--- src/rtl/reg_file_write_arbiter.sv ---
// Two-requester round-robin arbiter for the single Register_File write port.
// Grants are combinational (valid/ready handshake). The accepted write is
// registered once and drives RegWrite/write_addr/write_data directly. A
// saturating counter records cycles in which both requesters competed.
module reg_file_write_arbiter #(
  parameter int DATA_WIDTH = 8,
  parameter int ADDR_WIDTH = 3,
  parameter int CNT_WIDTH  = 8
) (
  input  logic                  clk,
  input  logic                  reset,
  input  logic                  req0_valid,
  input  logic [ADDR_WIDTH-1:0] req0_addr,
  input  logic [DATA_WIDTH-1:0] req0_data,
  output logic                  req0_ready,
  input  logic                  req1_valid,
  input  logic [ADDR_WIDTH-1:0] req1_addr,
  input  logic [DATA_WIDTH-1:0] req1_data,
  output logic                  req1_ready,
  input  logic                  stall,
  output logic                  RegWrite,
  output logic [ADDR_WIDTH-1:0] write_addr,
  output logic [DATA_WIDTH-1:0] write_data,
  output logic                  grant_id,
  output logic [CNT_WIDTH-1:0]  conflict_count
);

  localparam logic [CNT_WIDTH-1:0] CNT_MAX = '1;

  // Requester that wins a tie: 0 or 1. Flips to the other side after a transfer.
  logic prio;
  logic grant0;
  logic grant1;
  logic contention;

  // Round-robin grant; nothing is granted while stalled or held in reset.
  always_comb begin
    // NOTE: both grants get a default before any branch, so every path
    // assigns them and no latch is inferred.
    grant0 = 1'b0;
    grant1 = 1'b0;
    if (!reset && !stall) begin
      if (req0_valid && req1_valid) begin
        grant0 = ~prio;
        grant1 = prio;
      end else begin
        grant0 = req0_valid;
        grant1 = req1_valid;
      end
    end
  end

  assign req0_ready = grant0;
  assign req1_ready = grant1;
  assign contention = req0_valid && req1_valid && !stall;

  // Priority pointer: the requester that just transferred yields the next tie.
  always_ff @(posedge clk or posedge reset) begin
    // NOTE: state is updated with non-blocking assignments so every flop
    // samples pre-edge values regardless of block evaluation order.
    if (reset) begin
      prio <= 1'b0;
    end else if (grant0) begin
      prio <= 1'b1;
    end else if (grant1) begin
      prio <= 1'b0;
    end
  end

  // Output stage: one-cycle registered copy of the accepted write.
  always_ff @(posedge clk or posedge reset) begin
    if (reset) begin
      RegWrite   <= 1'b0;
      write_addr <= '0;
      write_data <= '0;
      grant_id   <= 1'b0;
    end else begin
      RegWrite <= grant0 | grant1;
      if (grant0) begin
        write_addr <= req0_addr;
        write_data <= req0_data;
        grant_id   <= 1'b0;
      end else if (grant1) begin
        write_addr <= req1_addr;
        write_data <= req1_data;
        grant_id   <= 1'b1;
      end
    end
  end

  // Saturating count of cycles where both requesters competed outside a stall.
  always_ff @(posedge clk or posedge reset) begin
    if (reset) begin
      conflict_count <= '0;
    end else if (contention && (conflict_count != CNT_MAX)) begin
      conflict_count <= conflict_count + CNT_WIDTH'(1);
    end
  end

endmodule

--- config.mk ---
export PLATFORM = sky130hd
export DESIGN_NAME = reg_file_write_arbiter
export DESIGN_NICKNAME = d
export VERILOG_FILES = /design/src/rtl/reg_file_write_arbiter.sv
export SDC_FILE = /design/constraint.sdc
export NUM_CORES = 1
export LEC_CHECK = 0
export ABC_AREA = 1
export ABC_CLOCK_PERIOD_IN_PS = 2700
export CORE_MARGIN = 4
export CORE_UTILIZATION = 41
export DETAILED_ROUTE_END_ITERATION = 10
export GPL_TIMING_DRIVEN = 0
export PLACE_DENSITY = 0.79
export SLEW_MARGIN = 30
export SYNTH_ARGS = -nofsm -noshare
export SYNTH_HDL_FRONTEND = slang
export SYNTH_SLANG_ARGS = --single-unit
export TNS_END_PERCENT = 20
--- constraint.sdc ---
create_clock -name clk -period 2.7 [get_ports clk]
set_input_delay 0.27 -clock clk [delete_from_list [all_inputs] [get_ports clk]]
set_output_delay 0.27 -clock clk [all_outputs]
set_load 0.02 [all_outputs]
==> results of run 1 <==
==> through the flow <==
stage | cell area, sq um | hold WS (ns) | instances | util | worst slack, ns
3_5_place_dp | 1660 | 0.485 | 220 | 0.647 | 0.536
2_1_floorplan | 1130 | 0.259 | 141 | - | 1.35
3_3_place_gp | 1660 | 0.477 | 220 | 0.647 | 0.542
4_1_cts | 1680 | 0.513 | 223 | 0.656 | 0.530
5_1_grt | 1680 | 0.457 | 223 | 0.656 | 0.444
6_report | 1680 | 0.396 | 223 | 0.656 | 0.536
==> sequential cells by signal, indices dropped and copies added (netlist names) <==
register and flops:
RegWrite 1, conflict_count 8, grant_id 1, prio 1, write_addr 3, write_data 8
==> metal layers <==
layer  vias to the layer above  global-route usage  wire length, um
met5                         -                   0                0
met4                         0              0.0588               27
li1                        552                   -                -
met2                        50               0.256             1220
met1                       498               0.227             1210
met3                         4              0.0617              244
==> power groups by stage <==
stage / sequential (mW) / clock (mW) / combinational, mW
3_5_place_dp: 0.448 / 0 / 0.371
4_1_cts: 0.443 / 0.150 / 0.370
5_1_grt: 0.452 / 0.164 / 0.399
2_1_floorplan: 0.512 / 0 / 0.117
3_3_place_gp: 0.446 / 0 / 0.361
6_report: 0.444 / 0.146 / 0.365
==> Yosys cell counts, drive strengths merged <==
cell type	n
nand2	59
nand3	28
dfrtp	22
inv	11
nor2	8
buf	4
nand4	2
o21ai	2
xor2	2
ha	1
o211ai	1
xnor2	1
==> how the worst max path moves through the flow <==
| stage | end | cells after the start | slack (ns) | from |
|---|---|---|---|---|
| finish | req0_ready | 6 | 0.54 | stall |
| global route | req0_ready | 6 | 0.44 | stall |
| CTS | req0_ready | 6 | 0.53 | stall |
| detailed placement | req0_ready | 6 | 0.54 | stall |
| global placement | req0_ready | 6 | 0.54 | stall |
| floorplan | conflict_count[4]$_DFFE_PP0P_ | 8 | 1.35 | conflict_count[1]$_DFFE_PP0P_ |
==> worst max-delay path, stage by stage <==
cell and delay [ns]:
clkdlybuf4s50_1 0.49, nor2_4 0.17, nand3_2 0.12, inv_2 0.10, buf_6 0.13, clkdlybuf4s50_1 0.60
==> area by class of cell <==
type / count / area, sq um
flip-flops and latches: 22 / 551
multi-input cells: 104 / 504
clock buffers: 3 / 22.5
fillers: 207 / 883
inverters: 11 / 43.8
plain buffers: 4 / 35.0
repair buffers: 49 / 490
well taps: 30 / 37.5
==> logic make-up after synthesis <==
group	Yosys count
AO/OA/AOI/OAI	3
adder cells (fa/ha/maj)	1
AND/OR/NAND/NOR	97
XOR/XNOR	3
flip-flops	22
buffers and inverters	15
==> results.json, run 1 <==
{
  "status": "completed",
  "fp.dieW_um": 60.6,
  "htree_levels": 1,
  "netlist_instances": 141,
  "clkPwrFrac": 0.153,
  "drive_gt1_frac": 0.0933,
  "worst_pin_slew_ns": 0.763,
  "wl_per_cell_um": 12.1,
  "clock-sinks": 22,
  "final_common_cell": "nand2_1",
  "grt_pass1_vias": 1079,
  "num_vias": 1104,
  "synth_warnings": 0,
  "io_pins": 50,
  "rsz0062_at_grt": "no",
  "p_int_uw": 623,
  "crit_fanout": 10,
  "grt_max_degree": 23,
  "grt_first_pass_wirelength_mm": 4.72,
  "endpoint_kind": "output port",
  "pwr-share-comb": 0.383,
  "gp_congestion": 0.813,
  "cts_resized": 0,
  "yosys.area_share.adder": 0.0110,
  "synthesis.nets": 169,
  "ys_ff_latch": 22,
  "drc": 0,
  "reg2reg_from": "conflict_count[1]$_DFFE_PP0P_",
  "dieHeight_um": 60.6,
  "synth_top_cell_area_share": 0.486,
  "setup_violations": 0,
  "seqPwrFrac": 0.465,
  "wl_mm": 2.70,
  "cts_setup_buffers": 0,
  "core_sq_um": 2570,
  "antennaDiodeCount": 0,
  "grt_overflow_total": 0,
  "ys_types": 21,
  "hold_path_class": "primary input to async pin",
  "area_growth_pct": 48.6,
  "powerDensity_nw_per_um2": 567,
  "path_clk_slew_ns": 0.11,
  "cp.required_ns": 2.43,
  "tns_ns": 0,
  "ant_nets": 0,
  "ys_seq_area_frac": 0.486,
  "io_buffers": 49,
  "timing.fmax_mhz": 462,
  "synth-simple-area-share": 0.392,
  "fin_nets": 223,
  "startpoint_type": "primary input",
  "grt_usage": 0.170,
  "total_power_uw": 955,
  "synth_xor_area_frac": 0.0232,
  "period_needed_ns": 2.16,
  "avgSynthCellArea_sq_um": 8.04,
  "antenna_found_initial": 0,
  "synth_top_family_by_area": "simple AND/OR/NAND/NOR gates",
  "r2r_slack_ns": 1.35,
  "die_area_sq_um": 3670,
  "start_util": 0.442,
  "final_max_slew_viol_count": 0,
  "peakVddDrop_uv": 545,
  "final.period_utilization": 0.801,
  "holdBufCountCts": 0,
  "synthTopCellsByArea": "dfrtp_1 49%, nand2_1 19%, nand3_1 12%",
  "first_pass_iters": 4,
  "worstReg2RegEnd": "conflict_count[4]$_DFFE_PP0P_",
  "p_leak_nw": 0.760,
  "reg2reg_depth": 8,
  "dp_hpwl_mm": 2.16,
  "synth_largest_area_cell": "dfrtp_1",
  "synthMuxAreaShare": 0,
  "viasPerCell": 4.95,
  "max-slew-margin-rel": 0.488,
  "hold_viol_final": 0,
  "maxCapViolCount": 0,
  "clock_latency_ns": 0.30,
  "netlist_area_sq_um": 1130,
  "rows": 18,
  "crit_arrival_ns": 1.89,
  "p_sw_uw": 333,
  "cts_tree": "done",
  "cts_buffers": 3,
  "drt_iter0_markers": 69,
  "layout_common_cells": "56 x nand2_1, 49 x clkdlybuf4s50_1, 27 x nand3_1",
  "root_buffer": "clkbuf_4",
  "swShare": 0.348,
  "synth_compound_area_frac": 0.0188,
  "critPathKind": "primary input to output port",
  "clock_path_buffers": 2,
  "finalClockSkew_ns": 0.00333
}
(Power assumes the default switching activity.)
==> run 2: changes to the inputs <==
Settings changed: ABC_CLOCK_PERIOD_IN_PS 2700 to 1860, CORE_UTILIZATION 41 to 37, PLACE_DENSITY 0.79 to 0.75.
Clock period 2.7 ns to 1.86 ns, I/O delays scaled along.
==> run 2 against run 1 <==
- die area up 9.4%
- total power up 51%
- sequential cell count unchanged
- global-route usage down 2.8 points
- via count down 1.4%
- largest cell class unchanged
==> results.json, run 2 (synthesized netlist as in run 1, its figures left out) <==
{
  "status": "completed",
  "ant_nets": 0,
  "reg_top3": "conflict_count: 8 flops, write_data: 8 flops, write_addr: 3 flops",
  "p_sw_uw": 493,
  "fin_ws_ns": 0.123,
  "post-place-ws_ns": -0.154,
  "cp_top_family": "buffers and inverters",
  "antenna_found_initial": 0,
  "stdcell_count": 225,
  "seqPwrFrac": 0.448,
  "gp_congestion": 0.768,
  "drc": 0,
  "crit_fanout": 10,
  "viasPerCell": 4.84,
  "tns_ns": 0,
  "io_buffers": 49,
  "wl_mm": 2.68,
  "fin_util": 0.596,
  "drt_iter0_markers": 60,
  "timing.fmax_mhz": 576,
  "startpoint_type": "primary input",
  "clkPwrFrac": 0.183,
  "start_util": 0.397,
  "clock_latency_ns": 0.31,
  "grt_usage": 0.143,
  "antennaDiodeCount": 0,
  "fin_nets": 223,
  "final_common_cell": "nand2_1",
  "max-slew-margin-rel": 0.434,
  "dieHeight_um": 63.4,
  "root_buffer": "clkbuf_4",
  "dp_hpwl_mm": 2.14,
  "final_max_slew_viol_count": 0,
  "grt_pass1_vias": 1090,
  "hold_path_class": "primary input to async pin",
  "num_vias": 1089,
  "setup_violations": 0,
  "p_int_uw": 948,
  "hold_ws_ns": 0.421,
  "critPathKind": "primary input to output port",
  "cp.required_ns": 1.67,
  "crit_path_max_incr_delay_ns": 0.50,
  "path_clk_slew_ns": 0.12,
  "wl_per_cell_um": 11.9,
  "endpoint_kind": "output port",
  "final.period_utilization": 0.934,
  "cp_cell_sequence": "clkdlybuf4s50_1 > nor2_4 > nand3_2 > inv_2 > buf_6 > dlygate4sd2_1",
  "period_needed_ns": 1.74,
  "rows": 19,
  "cp.buffers_inverters": 4,
  "pwr-share-comb": 0.368,
  "powerDensity_nw_per_um2": 847,
  "drive_gt1_frac": 0.0979,
  "worst_pin_slew_ns": 0.849,
  "cts_setup_buffers": 0,
  "swShare": 0.342,
  "peakVddDrop_uv": 493,
  "grt_max_degree": 23,
  "first_pass_iters": 4,
  "io_pins": 50,
  "fp.dieW_um": 63.4,
  "dp_cells": 221,
  "cts_buffers": 3,
  "slowest_stage": "clkdlybuf4s50_1",
  "htree_levels": 1,
  "die_area_sq_um": 4010,
  "grt_first_pass_wirelength_mm": 4.54,
  "clock-sinks": 22,
  "layout_common_cells": "56 x nand2_1, 47 x clkdlybuf4s50_1, 27 x nand3_1",
  "p_leak_nw": 0.793,
  "area_growth_pct": 50.0,
  "clock_path_buffers": 2,
  "cts_tree": "done",
  "holdBufCountCts": 0,
  "crit_arrival_ns": 1.55,
  "core_sq_um": 2850,
  "maxCapViolCount": 0,
  "grt_overflow_total": 0,
  "finalClockSkew_ns": 0.000882,
  "rsz0062_at_grt": "no",
  "hold_viol_final": 0
}
-- run 2: power groups by stage --
stage | Combinational (mW) | Clock, mW | Sequential, mW
finish | 0.530 | 0.264 | 0.646
CTS | 0.539 | 0.274 | 0.648
global placement | 0.526 | 0 | 0.648
detailed placement | 0.537 | 0 | 0.655
global route | 0.572 | 0.301 | 0.662
floorplan | 0.169 | 0 | 0.743
-- run 2: through the flow --
step	cell area, sq um	power [mW]
finish	1700	1.44
global route	1700	1.54
CTS	1700	1.46
detailed placement	1660	1.19
global placement	1660	1.17
floorplan	1130	0.912
-- run 2: final cells by class --
cell class / count / area [sq um]
clock buffers: 4 / 36.3
multi-input cells: 104 / 504
flip-flops and latches: 22 / 551
repair buffers: 49 / 492
inverters: 11 / 43.8
fillers: 240 / 1150
plain buffers: 4 / 35.0
well taps: 31 / 38.8
-- run 2: worst register-to-register path, delay by kind of cell (launching register included) --
kind | cells | cell delay [ns]
buffers and inverters | 1 | 0.06
adders and majority gates | 1 | 0.23
and+or+nand+nor | 6 | 0.54
DFF | 1 | 0.44
-- run 2: metal layers --
metal,vias to the layer above,GRT usage,wire (um)
li1,554,-,-
met1,488,0.172,1170
met2,43,0.228,1240
met3,4,0.0551,240
met4,0,0.0566,25
met5,-,0,0
-- run 2: what timing repair did --
action,4_1_cts,5_1_grt
setup endpoints to repair,1,1
hold endpoints to repair,0,0
resized for setup,1,1
-- run 2: path summary, 6_finish.rpt --
| kind | start | end | slack, ns | depth (start not counted) |
|---|---|---|---|---|
| min in group clk | req0_data[7] | write_data[7]$_DFFE_PP0P_ | 0.43 | 3 |
| min reg2reg | grant_id$_DFFE_PP0P_ | grant_id$_DFFE_PP0P_ | 0.51 | 2 |
| max | stall | req0_ready | 0.12 | 6 |
| min | reset | conflict_count[5]$_DFFE_PP0P_ | 0.42 | 2 |
| max in group asynchronous | reset | conflict_count[1]$_DFFE_PP0P_ | 0.92 | 2 |
| max reg2reg | conflict_count[0]$_DFFE_PP0P_ | conflict_count[4]$_DFFE_PP0P_ | 0.52 | 8 |
==> run 3: changes to the inputs <==
Settings changed: RECOVER_POWER set to 50.
==> run 3 against run 2 <==
- count of clock-buffer cells in the layout did not move
- total power fell by 0.21%
- largest cell class unchanged
- first-iteration DRC count fell by 3.3%
- register-to-register slack barely moved
- sequential share of layout area rose by 0.14 points
==> results.json, run 3 (synthesized netlist as in run 1, its figures left out) <==
{
  "first_pass_iters": 5,
  "path_clk_slew_ns": 0.12,
  "antenna_found_initial": 0,
  "holdBufCountCts": 0,
  "clock-sinks": 22,
  "crit_fanout": 10,
  "fin_nets": 223,
  "ant_nets": 0,
  "clock_path_buffers": 2,
  "final.period_utilization": 0.947,
  "htree_levels": 1,
  "p_leak_nw": 0.785,
  "setup_violations": 0,
  "drive_gt1_frac": 0.0825,
  "viasPerCell": 4.83,
  "reg_top3": "conflict_count: 8 flops, write_data: 8 flops, write_addr: 3 flops",
  "hold_viol_final": 0,
  "layout_common_cells": "56 x nand2_1, 45 x clkdlybuf4s50_1, 27 x nand3_1",
  "antennaDiodeCount": 0,
  "wl_mm": 2.69,
  "crit_arrival_ns": 1.57,
  "io_buffers": 49,
  "endpoint_kind": "output port",
  "hold_ws_ns": 0.429,
  "root_buffer": "clkbuf_4",
  "cp.required_ns": 1.67,
  "period_needed_ns": 1.76,
  "post-place-ws_ns": -0.154,
  "start_util": 0.397,
  "timing.fmax_mhz": 568,
  "dieHeight_um": 63.4,
  "grt_usage": 0.143,
  "fillers": 243,
  "drc": 0,
  "rows": 19,
  "fp.dieW_um": 63.4,
  "finalClockSkew_ns": 0.000799,
  "drt_iter0_markers": 58,
  "critPathKind": "primary input to output port",
  "io_pins": 50,
  "wl_per_cell_um": 11.9,
  "status": "completed",
  "core_sq_um": 2850,
  "tns_ns": 0,
  "grt_first_pass_wirelength_mm": 4.54,
  "maxCapViolCount": 0,
  "num_vias": 1086,
  "final_max_slew_viol_count": 0,
  "peakVddDrop_uv": 492,
  "gp_congestion": 0.768,
  "startpoint_type": "primary input",
  "worst_pin_slew_ns": 0.850,
  "max-slew-margin-rel": 0.433,
  "clock_latency_ns": 0.31,
  "powerDensity_nw_per_um2": 849,
  "grt_max_degree": 23,
  "hold_path_class": "primary input to flip-flop",
  "area_growth_pct": 49.3,
  "cts_tree": "done",
  "grt_pass1_vias": 1090,
  "cts_buffers": 3,
  "final_common_cell": "nand2_1",
  "die_area_sq_um": 4010,
  "grt_overflow_total": 0,
  "rsz0062_at_grt": "no",
  "dp_hpwl_mm": 2.14,
  "fin_ws_ns": 0.0994
}
-- run 3: layer usage --
metal	global-route usage	routed length (um)	vias up
li1	-	-	555
met1	0.172	1190	486
met2	0.228	1240	41
met3	0.0551	232	4
met4	0.0566	25	0
met5	0	0	-
-- run 3: cell type report --
cell class	count	area, sq um	share of cell area
timing repair buffer	49	492	0.290
inverter	11	43.8	0.0259
clock buffer	4	36.3	0.0214
buffer	4	31.3	0.0185
multi-input combinational	104	500	0.296
sequential	22	551	0.325
tap	31	38.8	0.0229
-- run 3: what timing repair did --
item	4_1_cts	5_1_grt
endpoints found under the hold margin	0	0
pin swaps	0	0
setup endpoints to repair	1	1
gates resized for setup	1	1
buffers inserted	0	0
-- run 3: worst paths after layout --
| kind | slack [ns] | cells after the start | from | end |
|---|---|---|---|---|
| max reg2reg | 0.52 | 8 | conflict_count[0]$_DFFE_PP0P_ | conflict_count[4]$_DFFE_PP0P_ |
| min reg2reg | 0.51 | 2 | grant_id$_DFFE_PP0P_ | grant_id$_DFFE_PP0P_ |
| max | 0.1 | 6 | reset | req0_ready |
| min in group asynchronous | 0.54 | 2 | reset | conflict_count[5]$_DFFE_PP0P_ |
| max in group asynchronous | 0.80 | 2 | reset | conflict_count[1]$_DFFE_PP0P_ |
| min | 0.43 | 3 | req0_data[7] | write_data[7]$_DFFE_PP0P_ |
-- run 3: worst max-delay path: stages --
cell           delay, ns
dlygate4sd3_1       0.58
nor2_4              0.12
nand3_2             0.11
inv_2               0.10
buf_6               0.13
dlygate4sd2_1       0.34
-- run 3: report_power, final --
group          switching, mW  total, mW  internal, mW  leakage (nW)
Clock                  0.145      0.265         0.120        0.0210
Sequential            0.0834      0.646         0.563         0.276
Combinational          0.264      0.527         0.263         0.488
Total                  0.493       1.44         0.945         0.785
-- run 3: stage by stage --
stage,total power [mW],util,cells,instance area [sq um]
4_1_cts,1.46,0.595,225,1700
3_5_place_dp,1.19,0.583,221,1660
6_report,1.44,0.593,225,1690
3_3_place_gp,1.17,0.583,221,1660
5_1_grt,1.53,0.593,225,1690
2_1_floorplan,0.912,-,141,1130
